$ cat src/rtl/wb_write_arbiter.sv
// Write-back arbiter owning the register file write port: ALU results win by default,
// long-latency results queue in a FIFO, and a starvation guard forces periodic drains.
module wb_write_arbiter #(
  parameter int unsigned DATA_WIDTH   = 32,
  parameter int unsigned ADDR_WIDTH   = 5,
  parameter int unsigned FIFO_DEPTH   = 4,
  parameter int unsigned STARVE_LIMIT = 3
) (
  input  logic                          clk,
  input  logic                          rst,
  input  logic                          alu_valid,
  input  logic [ADDR_WIDTH-1:0]         alu_addr,
  input  logic [DATA_WIDTH-1:0]         alu_data,
  output logic                          stall_alu,
  input  logic                          lu_valid,
  output logic                          lu_ready,
  input  logic [ADDR_WIDTH-1:0]         lu_addr,
  input  logic [DATA_WIDTH-1:0]         lu_data,
  output logic                          writeEnable,
  output logic [ADDR_WIDTH-1:0]         addressWrite,
  output logic [DATA_WIDTH-1:0]         dataWrite,
  output logic [$clog2(FIFO_DEPTH):0]   fifo_count
);

  localparam int unsigned PTR_W    = $clog2(FIFO_DEPTH);
  localparam int unsigned CNT_W    = PTR_W + 1;
  localparam int unsigned STARVE_W = $clog2(STARVE_LIMIT + 1);

  typedef enum logic {
    ST_RUN,
    ST_DRAIN
  } state_t;

  state_t              state;
  state_t              stateNext;
  logic [STARVE_W-1:0] starveCnt;
  logic [STARVE_W-1:0] starveNext;
  logic [STARVE_W-1:0] starveInc;

  logic [ADDR_WIDTH-1:0] memAddr [FIFO_DEPTH];
  logic [DATA_WIDTH-1:0] memData [FIFO_DEPTH];
  logic [PTR_W-1:0]      rdPtr;
  logic [PTR_W-1:0]      wrPtr;

  logic fifoEmpty;
  logic aluWin;
  logic doPop;
  logic doPush;

  // Ready is deliberately conservative: a full buffer refuses even when it pops.
  assign fifoEmpty = (fifo_count == '0);
  assign lu_ready  = rst && (fifo_count < CNT_W'(FIFO_DEPTH));
  assign stall_alu = (state == ST_DRAIN);
  assign starveInc = starveCnt + STARVE_W'(1);

  // Arbitration and starvation guard next-state.
  always_comb begin
    stateNext  = state;
    starveNext = starveCnt;
    aluWin     = alu_valid && (state == ST_RUN);
    doPop      = !aluWin && !fifoEmpty;
    doPush     = lu_valid && lu_ready;
    case (state)
      ST_RUN: begin
        if (doPop || fifoEmpty) begin
          starveNext = '0;
        end else if (starveInc == STARVE_W'(STARVE_LIMIT)) begin
          starveNext = '0;
          stateNext  = ST_DRAIN;
        end else begin
          starveNext = starveInc;
        end
      end
      ST_DRAIN: begin
        starveNext = '0;
        stateNext  = ST_RUN;
      end
      default: begin
        starveNext = '0;
        stateNext  = ST_RUN;
      end
    endcase
  end

  always_ff @(posedge clk or negedge rst) begin
    if (!rst) begin
      state     <= ST_RUN;
      starveCnt <= '0;
    end else begin
      state     <= stateNext;
      starveCnt <= starveNext;
    end
  end

  // Buffer storage needs no reset; occupancy alone decides what is valid.
  always_ff @(posedge clk) begin
    if (doPush) begin
      memAddr[wrPtr] <= lu_addr;
      memData[wrPtr] <= lu_data;
    end
  end

  always_ff @(posedge clk or negedge rst) begin
    if (!rst) begin
      rdPtr      <= '0;
      wrPtr      <= '0;
      fifo_count <= '0;
    end else begin
      if (doPush) wrPtr <= wrPtr + PTR_W'(1);
      if (doPop)  rdPtr <= rdPtr + PTR_W'(1);
      case ({doPush, doPop})
        2'b10:   fifo_count <= fifo_count + CNT_W'(1);
        2'b01:   fifo_count <= fifo_count - CNT_W'(1);
        default: fifo_count <= fifo_count;
      endcase
    end
  end

  // Write port; address and data hold their last value on idle cycles.
  always_ff @(posedge clk or negedge rst) begin
    if (!rst) begin
      writeEnable  <= 1'b0;
      addressWrite <= '0;
      dataWrite    <= '0;
    end else if (aluWin) begin
      writeEnable  <= 1'b1;
      addressWrite <= alu_addr;
      dataWrite    <= alu_data;
    end else if (doPop) begin
      writeEnable  <= 1'b1;
      addressWrite <= memAddr[rdPtr];
      dataWrite    <= memData[rdPtr];
    end else begin
      writeEnable  <= 1'b0;
    end
  end

endmodule

$ cat config.mk
export PLATFORM = sky130hd
export DESIGN_NAME = wb_write_arbiter
export DESIGN_NICKNAME = d
export VERILOG_FILES = /design/src/rtl/wb_write_arbiter.sv
export SDC_FILE = /design/constraint.sdc
export NUM_CORES = 1
export LEC_CHECK = 0
export CELL_PAD_IN_SITES_DETAIL_PLACEMENT = 2
export CELL_PAD_IN_SITES_GLOBAL_PLACEMENT = 2
export CORE_AREA = 4 4 212 111
export CTS_CLUSTER_SIZE = 40
export DETAILED_ROUTE_END_ITERATION = 10
export DIE_AREA = 0 0 216 115
export PLACE_DENSITY_LB_ADDON = 0.08
export REMOVE_ABC_BUFFERS = 1
export SYNTH_ARGS = -nofsm -noshare
export SYNTH_HDL_FRONTEND = slang
export SYNTH_SLANG_ARGS = --single-unit
$ cat constraint.sdc
create_clock -name clk -period 2.09 [get_ports clk]
set_input_delay 0.418 -clock clk [delete_from_list [all_inputs] [get_ports clk]]
set_output_delay 0.418 -clock clk [all_outputs]
set_load 0.01 [all_outputs]
Word level (Yosys, flattened, before mapping)
Memory sizes are Yosys's and may differ from the RTL's.
Cells that the tools add are included.
{ "op_classes": {"bitwise_logic": 1, "n_mux": 15, "n_reduce_logical": 10, "magnitude_cmp": 1, "n_eq_ne": 3, "n_addsub": 5} }
{ "ops": {"columns": ["cell", "n"], "rows": [
  ["$mux W32", 2],
  ["$mux W5", 2],
  ["$add A2 B1 Y2 const B", 3],
  ["$mux W1", 6],
  ["$pmux W3 S2", 1],
  ["$eq A2 B2 Y1 const B", 2],
  ["$logic_and A1 B1 Y1", 4],
  ["$mux W2", 2],
  ["$pmux W2 S2", 1],
  ["$reduce_bool A2 Y1", 2],
  ["$add A3 B1 Y3 const B", 1],
  ["$logic_not A3 Y1", 1],
  ["$lt A3 B3 Y1 const B", 1],
  ["$sub A3 B1 Y3 const B", 1],
  ["$eq A2 B1 Y1 const B", 1],
  ["$logic_not A1 Y1", 2],
  ["$pmux W1 S2", 1],
  ["$logic_or A1 B1 Y1", 1],
  ["$not A1 Y1", 1]
]} }
{ "totals": {"ramBits": 148, "wordCells": 45, "reg_bits": 48, "mem_count": 2, "inputBits": 78, "output_inout_bits": 43} }
{ "memory_table": {"columns": ["memory", "depth", "word_bits", "rd", "rd_clocked_by_memory_dff", "write_ports", "line_no", "source"], "rows": [
  ["memData", 4, 32, 1, 0, 1, "41", "logic [DATA_WIDTH-1:0] memData [FIFO_DEPTH];"],
  ["memAddr", 4, 5, 1, 0, 1, "40", "logic [ADDR_WIDTH-1:0] memAddr [FIFO_DEPTH];"]
]} }

Logic depth before layout (Yosys ltp)
Gate-level depths: netlist of run 1.
{ "logic_depth": {"word_depth": 7, "mapped_depth": 9, "ltp_nobuf": 9} }

Worst setup path after synthesis of run 1
Ideal clock, no wire load.
{ "synth_timing": {"kind": "register to register", "start": "register fifo_count[2]", "end": "memory memAddr[0][0] (enable)", "arrival_time_ps": 1796, "path_slack_ps": -104, "setup_time_ps": 398, "synth_period_minus_slack_ps": 2194, "required_time_ps": 1692, "path_stages_with_launch": 3, "n_path_buf": 0, "path_cell_list": "dfrtp_1 nor2b_1 and3_1"} }
{ "synth_between": {"elab_chain_cells": 5} }
{ "synth_lines": {"columns": ["element", "line_no", "source"], "rows": [
  ["from (decl)", "22", "output logic [$clog2(FIFO_DEPTH):0] fifo_count"],
  ["from (signal assigned)", "112", "2'b10: fifo_count <= fifo_count + CNT_W'(1);"],
  ["from (signal assigned)", "113", "2'b01: fifo_count <= fifo_count - CNT_W'(1);"],
  ["from (signal assigned)", "114", "default: fifo_count <= fifo_count;"],
  ["$lt A3 B3 Y1", "52", "assign lu_ready = rst && (fifo_count < CNT_W'(FIFO_DEPTH));"],
  ["$logic_and A1 B1 Y1", "52", null],
  ["net lu_ready", "16", "output logic lu_ready,"],
  ["$logic_and A1 B1 Y1", "62", "doPush = lu_valid && lu_ready;"],
  ["$mux W1", "97", "if (doPush) begin"],
  ["$mux W1 (not written as such)", "98", "memAddr[wrPtr] <= lu_addr;"],
  ["to (decl)", "40", null]
]} }
The timed path passes the listed nets, and every way through them passes these cells.

Worst setup path after layout of run 1
{ "layout_timing": {"start": "register fifo_count[2]", "end": "output lu_ready"} }
{ "layout_between": {"elab_chain_cells": 2} }
{ "layout_lines": {"columns": ["element", "line_no"], "rows": [
  ["$lt A3 B3 Y1", "52"],
  ["$logic_and A1 B1 Y1", "52"],
  ["to (decl)", "16"]
]} }
No other way between the ends.

==> results.yml, run 1 <==
cells_and_area:
  drive_above_1_share_pct: 20.3
  fin_util_pct: 46.1
  fillCellCount: 1995
  multi_input_area_sq_um: 1730
  seqCellArea_sq_um: 5650
  syn_to_final_growth_pct: 32.2
  nets: 593
  num_antenna_cells: 0
cts:
  cts_tree: "done"
  numCtsBuffers: 17
  cts_sinks: 196
  clk_latency_ns: 0.43
  cts-root-buf: "clkbuf_16"
  post_cts_buffers: 0
  clk_path_buf_depth: 2
  cts_resized: 1
  clkTransAtPathRegs_ns: 0.07
  htreeDepth: 4
  holdBufCountCts: 0
yosys:
  syn_inst: 367
  synthTopCellsByArea: "edfxtp_1, dfrtp_1, mux4_2"
  synth-edff-count: 148
  yosysWarnings: 0
  synth_largest_area_cell: "edfxtp_1"
  synth.distinct_cells: 25
  synthFlopType: "edfxtp_1"
  syn_avg_cell_area_sq_um: 20.4
  synthTopCellsByCount: "edfxtp_1, dfrtp_1, and3_1"
  mappedNetlistArea_sq_um: 7480
  ys_seq_area_share_pct: 75.5
  ys_async_sr_fraction_pct: 24.5
  yosysTopAreaCellShare_pct: 59.4
  yosysMostFrequentCell: "edfxtp_1"
  ys_ff_latch: 196
routing:
  routed_wl_microns: 19300
  wl_per_cell_microns: 23.4
  drt_iter0_drc: 217
  viasPerCell: 4.97
  vias: 4088
  drt-pass1-iter-count: 4
  drcViolationCount: 0
  final_antenna_net_count: 0
power:
  intPower_uw: 8490
  clkPwrFrac_pct: 26.0
  p_per_area_nw_per_um2: 1210
  p_switching_uw: 3520
  leakage_uw: 0.00356
  switching_share_pct: 29.3
  power_frac_seq_pct: 43.2
  comb_power_share_pct: 30.8
  vdd_drop_max_v: 0.000570
sta:
  finalSetupViolations: 0
  fin_setup_tns_ns: 0
  finalCritPeriodShare_pct: 94.7
  slew_violations: 0
  fmax_ghz: 0.505
  report.final.hold_viol_count: 0
  hold_ws_ns: 0.268
  fin_skew_ns: 0.0115
  worstMarginPinSlew_ns: 0.740
  timing.final.crit_period_ns: 1.98
  rsz0062_at_grt: "no"
  maxSlewHeadroom_pct: 50.7
critical_path:
  crit_path_start_kind: "register"
  cp_data_required_time_ns: 1.67
  crit_fanout: 3
  worst-setup-path-type: "reg -> out"
  worstSetupEndpointType: "primary output"
  reg2reg_depth: 3
  arrival_ns: 1.56
global_routing:
  grt_util_all_layers_pct: 16.2
  grt_overflow: 0
  grt_pass1_vias: 4748
  grt_max_degree: 49
  antenna_found_initial: 0
  grt_pass1_wl_microns: 29900
die:
  fp.dieH_microns: 115
  dieWidth_microns: 216
  row_count: 38
  start_util_pct: 34.9
  die_area_sq_um: 24800
  io_pins: 121
  coreArea_sq_um: 21400
status:
  status: "finished clean"
place:
  gp_congestion: 0.677
  io_buffers: 120
  dp_hpwl_microns: 12300
hold_path:
  hold_path.class: "in -> async"
run:
  max-cap-violations: 0
-- layout make-up --
cell class / instances / share of cell area, %
Sequential cell: 196 / 57.1
Clock buffer: 21 / 4.66
Multi-Input combinational cell: 141 / 17.4
Tap cell: 300 / 3.80
Timing Repair Buffer: 147 / 15.8
Inverter: 6 / 0.228
Clock inverter: 11 / 0.961
-- power groups by stage --
stage | Combinational, uW | Clock (uW) | Sequential (uW)
after floorplan | 1520 | 0 | 5540
after global placement | 3730 | 0 | 5250
after detailed placement | 3780 | 0 | 5270
after CTS | 3800 | 3230 | 5210
after global routing | 3980 | 3400 | 5280
final | 3700 | 3120 | 5200
-- sequential cells by signal (all words and copies together), names as in the netlist --
register,cells
memData,128
dataWrite,32
memAddr,20
addressWrite,5
fifo_count,3
rdPtr,2
starveCnt,2
wrPtr,2
stall_alu,1
writeEnable,1
-- logic make-up (layout without fill, tap and decap cells) --
kind of cell,after synthesis,count (layout),share of synthesized area [%]
DFF,196,196,75.5
and+or+nand+nor,53,53,4.55
muxes,39,39,11.4
AOI/OAI and AO/OA,37,37,4.95
buffers and inverters,30,185,1.79
adders and majority gates,6,6,1.10
xor gates and xnor gates,6,6,0.703
-- per-layer routing --
layer	vias to the layer above	wire length [microns]	GRT usage (%)
met5	-	0	0
met4	0	109	3.07
met3	9	580	3.70
met2	67	9230	26.8
met1	2206	9350	22.5
li1	1806	-	-
-- worst max-delay path: stages (launching register included) --
cell,delay [ns]
dfrtp_1,0.40
nor2b_2,0.18
clkdlybuf4s50_1,0.56
-- cell usage in the layout (no fill, tap or decap), types with 2 or more instances in the layout --
master             n
buf_4             14
a221o_1           37
buf_12            13
nor4b_1            2
xnor2_1            2
clkbuf_1           2
and3_2             4
inv_1              6
and3_1            37
clkinv_4           3
inv_6              3
dfrtp_1           46
edfxtp_1         148
inv_8              2
clkbuf_8           2
clkdlybuf4s50_1  119
clkbuf_16         17
ha_1               5
clkinvlp_4         2
xor2_1             4
mux4_2            37
-- worst paths after layout --
path                                        endpoint                       from  slack (ns)
hold / removal             dataWrite[18]$_DFFE_PN0P_                        rst        0.27
min in group clk              starveCnt[1]$_DFF_PN0_     starveCnt[1]$_DFF_PN0_        0.46
max in group asynchronous       rdPtr[0]$_DFFE_PN0P_                        rst        1.27
setup / recovery                            lu_ready  fifo_count[2]$_DFFE_PN0P_        0.11
setup reg to reg           dataWrite[12]$_DFFE_PN0P_       rdPtr[0]$_DFFE_PN0P_        0.30
hold reg to reg               starveCnt[1]$_DFF_PN0_     starveCnt[1]$_DFF_PN0_        0.46
-- per-stage QoR --
step	power, uW	instances	instance area [sq um]	worst slack (ns)
global route	12700	822	9890	0.0439
CTS	12200	822	9890	0.0729
floorplan	7060	343	7370	-1.70
detailed placement	9060	790	9330	-0.131
finish	12000	822	9890	0.111
global placement	8980	790	9330	-0.0753
Power figures use the tool's default switching activity.
==> inputs of run 2 (changes only) <==
--- a/config.mk
+++ b/config.mk
@@ -11,6 +11,7 @@
 export CTS_CLUSTER_SIZE = 40
 export DETAILED_ROUTE_END_ITERATION = 10
 export DIE_AREA = 0 0 216 115
+export HOLD_SLACK_MARGIN = 0.08
 export PLACE_DENSITY_LB_ADDON = 0.08
 export REMOVE_ABC_BUFFERS = 1
 export SYNTH_ARGS = -nofsm -noshare
==> results of run 2 <==
The final DEF is identical to that of run 1; final timing and power are the same.
==> inputs of run 3 (changes only) <==
==> constraint.sdc (replaced) <==
create_clock -name clk -period 1.7 [get_ports clk]
set_input_delay 0.34 -clock clk [delete_from_list [all_inputs] [get_ports clk]]
set_output_delay 0.34 -clock clk [all_outputs]
set_load 0.01 [all_outputs]
==> results.yml, run 3 (synthesized netlist as in run 1, its figures left out) <==
routing:
  vias: 4143
  drt-pass1-iter-count: 4
  wl_per_cell_microns: 23.7
  drcViolationCount: 0
  final_antenna_net_count: 0
  viasPerCell: 4.99
  routed_wl_microns: 19700
  drt_iter0_drc: 224
place:
  place_area_sq_um: 9340
  place_worst_setup_slack_ns: -0.436
  dp_hpwl_microns: 12300
  placedCellCount: 793
  io_buffers: 120
  gp_congestion: 0.664
sta:
  fin_ws_ns: -0.0607
  fin_skew_ns: 0.0105
  fmax_ghz: 0.568
  worstMarginPinSlew_ns: 0.775
  slew_violations: 0
  finalCritPeriodShare_pct: 104
  rsz0062_at_grt: "yes"
  timing.final.crit_period_ns: 1.76
  maxSlewHeadroom_pct: 48.3
  fin_setup_tns_ns: -0.249
  report.final.hold_viol_count: 0
  finalSetupViolations: 11
cells_and_area:
  largest_reg_flops: 128
  syn_to_final_growth_pct: 34.8
  final_common_cell: "edfxtp_1"
  num_antenna_cells: 0
  top_register: "memData"
  reg_top3: "memData x128, dataWrite x32, memAddr x20"
  drive_above_1_share_pct: 22.1
  nets: 601
  design_area_sq_um: 10100
  final_cell_count_no_fill: 830
  final_cell_mix: "edfxtp_1, clkdlybuf4s50_1, dfrtp_1"
cts:
  clk_latency_ns: 0.43
  numCtsBuffers: 17
  clk_path_buf_depth: 2
  cts-root-buf: "clkbuf_16"
  clkTransAtPathRegs_ns: 0.07
  htreeDepth: 4
  cts_tree: "done"
  cts_sinks: 196
die:
  dieWidth_microns: 216
  fp.dieH_microns: 115
  die_area_sq_um: 24800
  row_count: 38
  io_pins: 121
  start_util_pct: 34.9
  coreArea_sq_um: 21400
critical_path:
  arrival_ns: 2.07
  crit_fanout: 3
  cpMaxStageDelayCell: "dfrtp_1"
  crit_path_start_kind: "register"
  crit_family: "flip-flops"
  critPathMostFrequentCell: "xor2_1"
  cp_data_required_time_ns: 2.01
  worst-setup-path-type: "reg -> reg"
  worstSetupEndpointType: "register"
  path_buf_inv: 2
  cpPeakStageDelay_ns: 0.41
  path_cells: "buf_4, nor3_4, nor2_4, ha_2, inv_2, fa_2, xor2_1, nor2_1, xor2_1"
hold_path:
  hold_path.class: "in -> async"
global_routing:
  grt_pass1_wl_microns: 29900
  antenna_found_initial: 0
  grt_util_all_layers_pct: 16.2
  grt_pass1_vias: 4803
  grt_max_degree: 49
  grt_overflow: 0
status:
  status: "complete, but fails checks"
  violations: "setup timing"
power:
  leakage_uw: 0.00393
  p_per_area_nw_per_um2: 1500
  vdd_drop_max_v: 0.000552
  finalPower_uw: 15100
run:
  max-cap-violations: 0
run 3: changes by cell type in the layout (fill, tap and decap cells not counted), sizes merged:
cell           change
dlymetal6s2s      +25
bufinv             +2
clkbuf             +1
dlygate4sd2       +16
clkinv             +1
buf                +7
clkdlybuf4s50     -42
clkinvlp           -2
run 3: power by group:
part / total [uW] / internal, uW / switching (uW)
registers: 6330 / 5920 / 404
clock network: 4070 / 2250 / 1830
logic: 4750 / 2590 / 2160
total: 15100 / 10800 / 4390
run 3: metal layers:
metal,GRT usage (%),vias to the layer above,wire length [microns]
met2,26.8,78,9670
met4,3.58,0,110
met5,0,-,0
met3,3.54,13,698
li1,-,1823,-
met1,22.4,2229,9230
run 3: final timing paths:
check	startpoint	to	slack, ns	cells after the start
max	fifo_count[2]$_DFFE_PN0P_	fifo_count[2]$_DFFE_PN0P_	-0.06	9
min	rst	dataWrite[16]$_DFFE_PN0P_	0.14	2
max reg2reg	fifo_count[2]$_DFFE_PN0P_	fifo_count[2]$_DFFE_PN0P_	-0.06	9
min reg2reg	starveCnt[0]$_DFF_PN0_	starveCnt[0]$_DFF_PN0_	0.46	1
max in group asynchronous	rst	rdPtr[0]$_DFFE_PN0P_	0.97	2
min in group clk	starveCnt[0]$_DFF_PN0_	starveCnt[0]$_DFF_PN0_	0.46	1
run 3: repair_timing:
item,CTS,global route
cloned,0,2
pin swaps,6,19
buffers inserted,1,2
resized for setup,27,31
hold buffers,0,0
setup endpoints to repair,32,63
run 3: final cells by class:
class	instances	area, sq um
fillers	1981	11400
flip-flops and latches	196	5650
multi-input cells	141	1730
repair buffers	155	1710
clock buffers	20	447
well taps	300	375
clock inverters	12	145
inverters	6	22.5
run 3: metrics by stage:
| stage | hold slack, ns | util (%) |
|---|---|---|
| final | 0.139 | 47.0 |
| after global routing | 0.204 | 47.0 |
| after CTS | 0.207 | 46.3 |
| after detailed placement | 0.455 | 43.6 |
| after global placement | 0.443 | 43.6 |
| after floorplan | 0.0444 | - |
